`src/rtl/viterbi_pkg.sv`:
```
// Purpose: shared types, default thresholds and helpers for the Viterbi decoder blocks.
// Latency: n/a (declarations only).
// Backpressure: n/a.
package viterbi_pkg;

  // Sync monitor FSM encoding.
  typedef enum logic [1:0] {
    ST_IN_SYNC = 2'd0,
    ST_HOLD    = 2'd1,
    ST_RECOVER = 2'd2
  } sync_state_e;

  // Default thresholds tuned for the (2,1,3) code.
  localparam int unsigned DEF_STAGE_MIN  = 3;
  localparam int unsigned DEF_METRIC_THR = 8;

  // Increment that sticks at max_val instead of wrapping.
  function automatic logic [31:0] sat_inc(input logic [31:0] val, input logic [31:0] max_val);
    return (val >= max_val) ? max_val : val + 32'd1;
  endfunction

endpackage

```
`src/rtl/sync_window_counter.sv`:
```
// Purpose: counts qualifying samples and violations per window; flags the window end and a bad window end.
// Latency: win_end_o/bad_end_o are combinational on the closing sample; counters update next clock.
// Backpressure: none; every sample is accepted, en_i low holds both counters at zero.
module sync_window_counter #(
  parameter int unsigned WIN_LEN = 16,
  parameter int unsigned HIT_THR = 4
) (
  input  logic clk_i,
  input  logic rst_ni,
  input  logic en_i,
  input  logic q_i,
  input  logic v_i,
  input  logic clear_i,
  output logic win_end_o,
  output logic bad_end_o
);
  import viterbi_pkg::*;

  localparam int CW = $clog2(WIN_LEN + 1);
  localparam int SW = CW + 1;

  logic [CW-1:0] win_cnt_q, win_cnt_d;
  logic [CW-1:0] hit_cnt_q, hit_cnt_d;
  logic [SW-1:0] hit_sum;

  // The closing sample's own violation counts toward the window verdict.
  assign win_end_o = en_i && q_i && (win_cnt_q == CW'(WIN_LEN - 1));
  assign hit_sum   = {1'b0, hit_cnt_q} + SW'(v_i);
  assign bad_end_o = win_end_o && (hit_sum >= SW'(HIT_THR));

  // Next-state: clear/disable/window end zero both counters, otherwise count samples and hits.
  always_comb begin
    win_cnt_d = win_cnt_q;
    hit_cnt_d = hit_cnt_q;
    if (clear_i || !en_i || win_end_o) begin
      win_cnt_d = '0;
      hit_cnt_d = '0;
    end else if (q_i) begin
      win_cnt_d = win_cnt_q + CW'(1);
      if (v_i) begin
        hit_cnt_d = CW'(sat_inc(32'(hit_cnt_q), 32'(WIN_LEN)));
      end
    end
  end

  // Counter registers.
  always_ff @(posedge clk_i or negedge rst_ni) begin
    if (!rst_ni) begin
      win_cnt_q <= '0;
      hit_cnt_q <= '0;
    end else begin
      win_cnt_q <= win_cnt_d;
      hit_cnt_q <= hit_cnt_d;
    end
  end

endmodule

```
`src/rtl/viterbi_sync_monitor.sv`:
```
// Purpose: out-of-sync monitor for the path-metric stage: windowed violation check, hold-off/recovery FSM, loss counter.
// Latency: error_o, in_sync_o and resync_req_o are registered, one clock after the deciding sample.
// Backpressure: none; samples are observed only, never stalled.
module viterbi_sync_monitor #(
  parameter int unsigned STAGE_W    = 4,
  parameter int unsigned METRIC_W   = 4,
  parameter int unsigned STAGE_MIN  = viterbi_pkg::DEF_STAGE_MIN,
  parameter int unsigned METRIC_THR = viterbi_pkg::DEF_METRIC_THR,
  parameter int unsigned WIN_LEN    = 16,
  parameter int unsigned HIT_THR    = 4,
  parameter int unsigned HOLD_LEN   = 8,
  parameter int unsigned CLEAN_LEN  = 32,
  parameter int unsigned CNT_W      = 16
) (
  input  logic                clk_i,
  input  logic                rst_ni,
  input  logic                we_i,
  input  logic [STAGE_W-1:0]  stage_i,
  input  logic [METRIC_W-1:0] metric_i,
  input  logic                clear_i,
  output logic                error_o,
  output logic                in_sync_o,
  output logic                resync_req_o,
  output logic [CNT_W-1:0]    loss_count_o
);
  import viterbi_pkg::*;

  localparam int HW = $clog2(HOLD_LEN + 1);
  localparam int LW = $clog2(CLEAN_LEN + 1);
  localparam logic [31:0] LOSS_MAX = (CNT_W >= 32) ? 32'hFFFF_FFFF
                                                   : 32'((64'd1 << CNT_W) - 64'd1);

  sync_state_e   state_q, state_d;
  logic [HW-1:0] hold_cnt_q, hold_cnt_d;
  logic [LW-1:0] clean_cnt_q, clean_cnt_d;
  logic [CNT_W-1:0] loss_count_q, loss_count_d;
  logic          resync_q, resync_d;
  logic          error_q;
  logic          loss_inc;
  logic          q_smp, v_smp;
  logic          win_en, bad_end;

  // Sample classification, unsigned at full port width.
  assign q_smp  = we_i && (stage_i >= STAGE_W'(STAGE_MIN));
  assign v_smp  = q_smp && (metric_i > METRIC_W'(METRIC_THR));
  assign win_en = (state_q != ST_HOLD);

  sync_window_counter #(
    .WIN_LEN (WIN_LEN),
    .HIT_THR (HIT_THR)
  ) u_win (
    .clk_i     (clk_i),
    .rst_ni    (rst_ni),
    .en_i      (win_en),
    .q_i       (q_smp),
    .v_i       (v_smp),
    .clear_i   (clear_i),
    .win_end_o (),
    .bad_end_o (bad_end)
  );

  // FSM next-state: bad window end always wins, hold counts clocks, recovery counts clean samples.
  always_comb begin
    state_d     = state_q;
    hold_cnt_d  = hold_cnt_q;
    clean_cnt_d = clean_cnt_q;
    resync_d    = 1'b0;
    loss_inc    = 1'b0;
    case (state_q)
      ST_IN_SYNC: begin
        if (bad_end) begin
          state_d     = ST_HOLD;
          resync_d    = 1'b1;
          loss_inc    = 1'b1;
          hold_cnt_d  = '0;
          clean_cnt_d = '0;
        end
      end
      ST_HOLD: begin
        clean_cnt_d = '0;
        if (hold_cnt_q == HW'(HOLD_LEN - 1)) begin
          state_d    = ST_RECOVER;
          hold_cnt_d = '0;
        end else begin
          hold_cnt_d = hold_cnt_q + HW'(1);
        end
      end
      ST_RECOVER: begin
        if (bad_end) begin
          state_d     = ST_HOLD;
          resync_d    = 1'b1;
          hold_cnt_d  = '0;
          clean_cnt_d = '0;
        end else if (v_smp) begin
          clean_cnt_d = '0;
        end else if (q_smp) begin
          if (clean_cnt_q == LW'(CLEAN_LEN - 1)) begin
            state_d     = ST_IN_SYNC;
            clean_cnt_d = '0;
          end else begin
            clean_cnt_d = clean_cnt_q + LW'(1);
          end
        end
      end
      default: begin
        state_d     = ST_IN_SYNC;
        hold_cnt_d  = '0;
        clean_cnt_d = '0;
      end
    endcase
  end

  // Loss counter: clear beats a simultaneous increment; increment saturates.
  always_comb begin
    loss_count_d = loss_count_q;
    if (clear_i) begin
      loss_count_d = '0;
    end else if (loss_inc) begin
      loss_count_d = CNT_W'(sat_inc(32'(loss_count_q), LOSS_MAX));
    end
  end

  // State, counters and registered outputs.
  always_ff @(posedge clk_i or negedge rst_ni) begin
    if (!rst_ni) begin
      state_q      <= ST_IN_SYNC;
      hold_cnt_q   <= '0;
      clean_cnt_q  <= '0;
      loss_count_q <= '0;
      resync_q     <= 1'b0;
      error_q      <= 1'b0;
    end else begin
      state_q      <= state_d;
      hold_cnt_q   <= hold_cnt_d;
      clean_cnt_q  <= clean_cnt_d;
      loss_count_q <= loss_count_d;
      resync_q     <= resync_d;
      error_q      <= v_smp;
    end
  end

  assign error_o      = error_q;
  assign in_sync_o    = (state_q == ST_IN_SYNC);
  assign resync_req_o = resync_q;
  assign loss_count_o = loss_count_q;

endmodule

```
`config.mk`:
```
export PLATFORM = sky130hd
export DESIGN_NAME = viterbi_sync_monitor
export DESIGN_NICKNAME = d
export VERILOG_FILES = /design/src/rtl/viterbi_pkg.sv /design/src/rtl/sync_window_counter.sv /design/src/rtl/viterbi_sync_monitor.sv
export SDC_FILE = /design/constraint.sdc
export NUM_CORES = 1
export LEC_CHECK = 0
export ABC_AREA = 0
export BUFFER_PORTS_ARGS = -buffer_cell sky130_fd_sc_hd__clkbuf_2
export CAP_MARGIN = 15
export CORE_ASPECT_RATIO = 0.8
export CORE_MARGIN = 2
export CORE_UTILIZATION = 50
export DETAILED_ROUTE_END_ITERATION = 10
export PLACE_DENSITY_LB_ADDON = 0.1
export SLEW_MARGIN = 20
export SYNTH_ARGS = -nofsm -noshare
export SYNTH_HDL_FRONTEND = slang
export SYNTH_SLANG_ARGS = --single-unit
```
`constraint.sdc`:
```
create_clock -name clk_i -period 2.85 [get_ports clk_i]
set_input_delay 0.4275 -clock clk_i [delete_from_list [all_inputs] [get_ports clk_i]]
set_output_delay 0.4275 -clock clk_i [all_outputs]
set_load 0.005 [all_outputs]
```
==> flow_summary_export.csv, run 1 <==
group,metric,value,unit
run_status,outcome,"completed",
die,starting_utilization_of_the_core_area,51.16,%
routing,avgRoutedWirePerCell,15.02,µm
timing,achievable-frequency,0.4058,GHz
power_and_ir_drop,leakage,1.223,nW
cts,post-cts-setup-buffer-count,0,
setup_path,timing.critical_path.cells,"clkbuf_2 -> a211o_1 -> nand2_1 -> nor2_1 -> ha_1 -> ha_1 -> and2_1 -> a21o_1 -> a2111oi_4 -> mux2i_1 -> nor2_1",
timing,timing.final.crit_period,2464,ps
synth,synthDominantCellAreaShare,43.34,%
cells_and_area,antennaDiodeCount,0,
die,ioPinCount,31,
grt,grt_antenna_before_repair,0,
timing,hold_viol_final,0,
setup_path,setup.worst_path.start_class,"primary input",
timing,finalClockSkew,2.751,ps
routing,antenna_left,0,
die,die_x,79.99,µm
cells_and_area,share_of_post_route_cells_with_drive_strength_above_1,20.28,%
setup_path,critical_path.max_fanout,4,
routing,drc_errors,0,
timing,timing.slew.headroom,39.77,%
timing,final.period_utilization,86.47,%
synth,netlist_area,2310,µm²
cells_and_area,nets,301,
synth,synth_edf_count,0,
timing,final-max-slew-violation-count,0,
routing,avgViaCountPerCell,5.883,
job,maxCapViolations,0,
cts,clk_transition_reported_paths,80,ps
routing,routed_wl,5123,µm
setup_path,criticalPathCategory,"primary input to flip-flop",
cts,post_cts_resized,0,
cts,cts_tree,"built",
cts,max-clock-path-buffers,2,
cts,clk_latency,290,ps
synth,yosysMostFrequentCell,"sky130_fd_sc_hd__dfrtp_1",
synth,syn-mean-instance-area,9.505,µm²
die,core.rowCount,22,
timing,setup_viol_count_final,0,
place,placement.io_buffers,30,
synth,synthesis.instances,243,
synth,postSynth.asyncResetShare,100.0,%
grt,grt_max_degree,41,
cells_and_area,fillerInstances,410,
cts,cts_hold_repair_buffers,0,
power_and_ir_drop,ir_worst_vdd,238.4,µV
place,dp_worst_setup_slack,89.55,ps
synth,yosysTopAreaCell,"sky130_fd_sc_hd__dfrtp_1",
place,place.detailed.hpwl,3672,µm
grt,globalRouteTotalUtil,22.44,%
cts,cts_sinks,40,
routing,dr.pass1.iters,4,
setup_path,arrival,2630,ps
setup_path,critPathSlowestCell,"sky130_fd_sc_hd__a2111oi_4",
setup_path,worstPathRequired,3020,ps
routing,dr_total_vias,2006,
grt,overflow,0,
cells_and_area,flow.area_growth_from_synthesis,16.09,%
synth,yosysWarningCount,0,
die,core_region_area,4514,µm²
synth,ys_ff_latch,40,
synth,post_synth_main_area_contributors,"sky130_fd_sc_hd__dfrtp_1, sky130_fd_sc_hd__ha_1, sky130_fd_sc_hd__nor2_1",
grt,grt_first_pass_wirelength,9128,µm
place,place_congestion,0.8450,
timing,totalNegativeSetupSlack,0,ps
cts,tritoncts.num_buffers,5,
synth,post_synth_most_frequent_cells,"sky130_fd_sc_hd__dfrtp_1, sky130_fd_sc_hd__nor2_1, sky130_fd_sc_hd__a21oi_1",
timing,layout_setup_ws,385.5,ps
die,die_height,64.79,µm
synth,mappedNetlistNets,264,
cts,cts_root_buf,"sky130_fd_sc_hd__clkbuf_8",
synth,ys_types,51,
timing,finalHoldWorstSlack,257.8,ps
die,die_area,5183,µm²
setup_path,cp_slowest_stage_delay,480,ps
worst_hold_path,min_path_type,"primary input to asynchronous set/reset pin",
timing,worstMarginPinSlew,903.5,ps
synth,yosys_most_used_dff,"sky130_fd_sc_hd__dfrtp_1",
setup_path,critical_path.endpoint_type,"flip-flop",
power_and_ir_drop,power_density,428.1,nW/µm²
routing,drt-initial-drc-count,131,
cts,cts-htree-levels,2,
grt,first_global_vias,1872,
synth,sequential_area_share_after_synthesis,43.34,%
timing,grt_setup_unrepaired,"no",
## layout by cell type (no fill, tap or decap), drive strengths merged, types with 5 or more instances in the layout
| cell | n |
|---|---|
| nand3 | 10 |
| a21oi | 19 |
| nand2 | 16 |
| a211oi | 8 |
| clkbuf | 36 |
| a311oi | 5 |
| nor4 | 6 |
| dfrtp | 40 |
| nor2 | 29 |
| o21ai | 8 |
| ha | 9 |
| a31oi | 5 |
| inv | 5 |
| buf | 7 |
| and3 | 7 |
| nand4 | 8 |
| nor3 | 11 |
## state kept, by name (all words and copies together) (netlist names)
| register | flops |
|---|---|
| hold_cnt_q | 4 |
| resync_req_o | 1 |
| u_win.win_cnt_q | 5 |
| error_o | 1 |
| state_q | 2 |
| clean_cnt_q | 6 |
| loss_count_o | 16 |
| u_win.hit_cnt_q | 5 |
## final cells by class
type,count,area (µm²),share of cell area (%)
Multi-Input combinational cell,192,1265,47.18
Tap cell,60,75.07,2.800
Clock buffer,7,96.34,3.593
Inverter,5,18.77,0.7000
Sequential cell,40,1001,37.33
Timing Repair Buffer,36,195.2,7.280
Clock inverter,1,30.03,1.120
## metal layers
| layer | track usage [%] | vias up | part of all wire, % |
|---|---|---|---|
| li1 | - | 993 | - |
| met2 | 32.50 | 33 | 44 |
| met3 | 4.178 | 5 | 3.3 |
| met1 | 34.34 | 975 | 52 |
| met5 | 0 | - | 0 |
| met4 | 5.720 | 0 | 0.70 |
## path summary, 6_finish.rpt
check,startpoint,to,slack (ps),cells after the start
worst min-delay path,rst_ni,u_win.win_cnt_q[4],260,1
worst max-delay path,stage_i[1],loss_count_o[12],390,11
max in group asynchronous,rst_ni,clean_cnt_q[2],2030,1
worst min register to register,u_win.win_cnt_q[4],u_win.win_cnt_q[4],520,2
worst max register to register,u_win.win_cnt_q[0],clean_cnt_q[2],570,8
min in group clk_i,metric_i[3],error_o,390,3
## critical path: cells and delay by family
| kind | cells | cell delay [ps] |
|---|---|---|
| adders and majority gates | 2 | 410 |
| and+or+nand+nor | 4 | 410 |
| muxes | 1 | 260 |
| AOI/OAI and AO/OA | 3 | 1040 |
| buffers and inverters | 1 | 80 |
## kinds of logic after synthesis
logic type               count (synthesis)  synth area share [%]
buffers and inverters                   11                 1.896
multiplexers                             1                0.4334
flip-flops                              40                 43.34
adder cells (fa/ha/maj)                  9                 4.875
XOR/XNOR                                 5                 1.896
AND/OR/NAND/NOR                        112                 26.71
AO/OA/AOI/OAI                           65                 20.86
## through the flow
| step | area, µm² | total power (W) | utilization (%) | std cells |
|---|---|---|---|---|
| after floorplan | 2310 | 0.0006158 | - | 243 |
| after global placement | 2555 | 0.0006462 | 56.60 | 333 |
| after detailed placement | 2555 | 0.0006475 | 56.60 | 333 |
| after CTS | 2681 | 0.001159 | 59.40 | 341 |
| after global routing | 2681 | 0.001195 | 59.40 | 341 |
| final | 2681 | 0.001148 | 59.40 | 341 |
## power by group
part | switching [W] | leakage [nW] | total, W | internal (W)
Combinational | 0.0000392 | 0.602 | 0.0000575 | 0.0000183
Clock | 0.000204 | 0.0645 | 0.000513 | 0.000309
Sequential | 0.00000589 | 0.556 | 0.000577 | 0.000572
(Power assumes the default switching activity.)
==> run 2: changes to the inputs <==
--- a/config.mk
+++ b/config.mk
@@ -12,4 +12,5 @@
 export CORE_MARGIN = 2
 export CORE_UTILIZATION = 50
+export CTS_CLUSTER_DIAMETER = 50
 export DETAILED_ROUTE_END_ITERATION = 10
 export PLACE_DENSITY_LB_ADDON = 0.1
==> constraint.sdc (replaced) <==
create_clock -name clk_i -period 2.74 [get_ports clk_i]
set_input_delay 0 -clock clk_i [delete_from_list [all_inputs] [get_ports clk_i]]
set_output_delay 0 -clock clk_i [all_outputs]
set_load 0.005 [all_outputs]
==> flow_summary_export.csv, run 2 (same netlist as run 1, synthesis figures left out) <==
group,metric,value,unit
worst_hold_path,min_path_type,"primary input to flip-flop",
die,die_x,79.99,µm
timing,timing.slew.headroom,40.68,%
cells_and_area,antennaDiodeCount,0,
timing,achievable-frequency,0.4312,GHz
timing,final.period_utilization,84.63,%
routing,routed_wl,5034,µm
cells_and_area,flow.area_growth_from_synthesis,15.49,%
grt,grt_first_pass_wirelength,8769,µm
cells_and_area,layout.cells.most_common,"sky130_fd_sc_hd__dfrtp_1",
routing,avgViaCountPerCell,5.743,
timing,timing.final.crit_period,2319,ps
routing,drc_errors,0,
die,core.rowCount,22,
timing,finalClockSkew,9.383,ps
timing,worstMarginPinSlew,889.8,ps
power_and_ir_drop,ir_worst_vdd,314.9,µV
timing,grt_setup_unrepaired,"no",
place,place_inst,332,
cts,max-clock-path-buffers,2,
timing,final-max-slew-violation-count,0,
cts,cts_sinks,40,
cts,cts-htree-levels,2,
setup_path,setup.worst_path.start,"metric_i[3]",
die,core_region_area,4514,µm²
cts,clk_transition_reported_paths,80,ps
cts,tritoncts.num_buffers,5,
timing,layout_setup_ws,421.1,ps
cells_and_area,finish.cell_count_without_fillers,343,
setup_path,critical_path.max_fanout,16,
setup_path,critical_path.endpoint_type,"flip-flop",
timing,hold_viol_final,0,
routing,avgRoutedWirePerCell,14.68,µm
routing,dr.pass1.iters,4,
routing,drt-initial-drc-count,179,
cells_and_area,largest_register_ffs,16,
grt,globalRouteTotalUtil,21.57,%
routing,antenna_left,0,
grt,first_global_vias,1823,
setup_path,worstPathRequired,2930,ps
grt,grt_max_degree,41,
routing,dr_total_vias,1970,
grt,overflow,0,
setup_path,arrival,2510,ps
setup_path,criticalPathCategory,"primary input to flip-flop",
die,die_height,64.79,µm
setup_path,reg2reg_setup_slack,470,ps
cells_and_area,layout_common_cells,"sky130_fd_sc_hd__dfrtp_1, sky130_fd_sc_hd__clkbuf_2, sky130_fd_sc_hd__nor2_1",
setup_path,setup.worst_path.start_class,"primary input",
cells_and_area,fillerInstances,403,
setup_path,rr_worst_depth,8,
cells_and_area,nets,303,
power_and_ir_drop,leakage,1.212,nW
power_and_ir_drop,totalPowerFinal,0.001065,W
timing,setup_viol_count_final,0,
setup_path,timing.rr.end,"clean_cnt_q[4]",
place,dp_worst_setup_slack,419.0,ps
worst_hold_path,hp-start,"we_i",
cells_and_area,fin_util,59.09,%
worst_hold_path,min_path_cells,5,
cts,cts_tree,"built",
job,maxCapViolations,0,
timing,totalNegativeSetupSlack,0,ps
setup_path,worst_r2r_startpoint,"u_win.win_cnt_q[0]",
place,placement.io_buffers,30,
cells_and_area,share_of_post_route_cells_with_drive_strength_above_1,19.08,%
worst_hold_path,whs_endpoint,"u_win.hit_cnt_q[1]",
power_and_ir_drop,power_density,399.2,nW/µm²
die,ioPinCount,31,
cts,clk_latency,290,ps
grt,grt_antenna_before_repair,0,
die,starting_utilization_of_the_core_area,51.16,%
cts,cts_root_buf,"sky130_fd_sc_hd__clkbuf_8",
place,place.detailed.hpwl,3656,µm
run_status,outcome,"completed",
die,die_area,5183,µm²
place,place_congestion,0.8280,
cts,post-cts-setup-buffer-count,0,
cts,post_cts_resized,0,
[run 2: metrics by stage]
stage / instance area [µm²] / hold slack, ps
finish: 2668 / 130.0
global route: 2668 / 194.2
CTS: 2668 / 117.6
detailed placement: 2547 / 215.4
global placement: 2547 / 226.7
floorplan: 2310 / -295.6
[run 2: cell type report]
cell class	instances	area (µm²)	area share (%)
tap	60	75.07	2.814
inverter	5	18.77	0.7036
multi-input combinational	192	1265	47.42
sequential	40	1001	37.52
timing repair buffer	38	217.7	8.161
clock buffer	8	90.09	3.377
[run 2: repair_timing]
item                                    4_1_cts  5_1_grt
hold buffers                                  3        0
endpoints found under the setup margin        0        0
hold endpoints to repair                     41        0
[run 2: worst max-delay path: stages]
cell and delay (ps):
sky130_fd_sc_hd__dlygate4sd3_1 550, sky130_fd_sc_hd__clkbuf_2 130, sky130_fd_sc_hd__o31ai_2 70, sky130_fd_sc_hd__nor2_1 110, sky130_fd_sc_hd__ha_1 210, sky130_fd_sc_hd__ha_1 200, sky130_fd_sc_hd__and2_1 170, sky130_fd_sc_hd__a21o_1 240
sky130_fd_sc_hd__a21oi_4 430, sky130_fd_sc_hd__a31oi_1 140, sky130_fd_sc_hd__a311oi_1 250
[run 2: power by group]
part	switching, W	internal (W)	leakage [nW]
registers	0.00000613	0.000595	0.556
clock network	0.000195	0.000205	0.0455
logic	0.0000415	0.0000220	0.610
[run 2: metal layers]
metal  vias to the layer above  GRT usage (%)  wire [µm]  part of all wire, %
li1                        995              -          -                    -
met1                       927          34.29       2717                   54
met2                        44          29.48       2076                   41
met3                         4          4.875        218                  4.3
met4                         0          4.873         22                 0.44
met5                         -              0          0                    0
[run 2: how the worst max path moves through the flow]
| stage | slack [ps] | depth (start not counted) | to |
|---|---|---|---|
| floorplan | 560 | 10 | loss_count_o[14] |
| global placement | 460 | 11 | clean_cnt_q[4] |
| detailed placement | 420 | 11 | loss_count_o[11] |
| CTS | 460 | 11 | loss_count_o[11] |
| global route | 150 | 11 | loss_count_o[11] |
| finish | 420 | 11 | loss_count_o[11] |
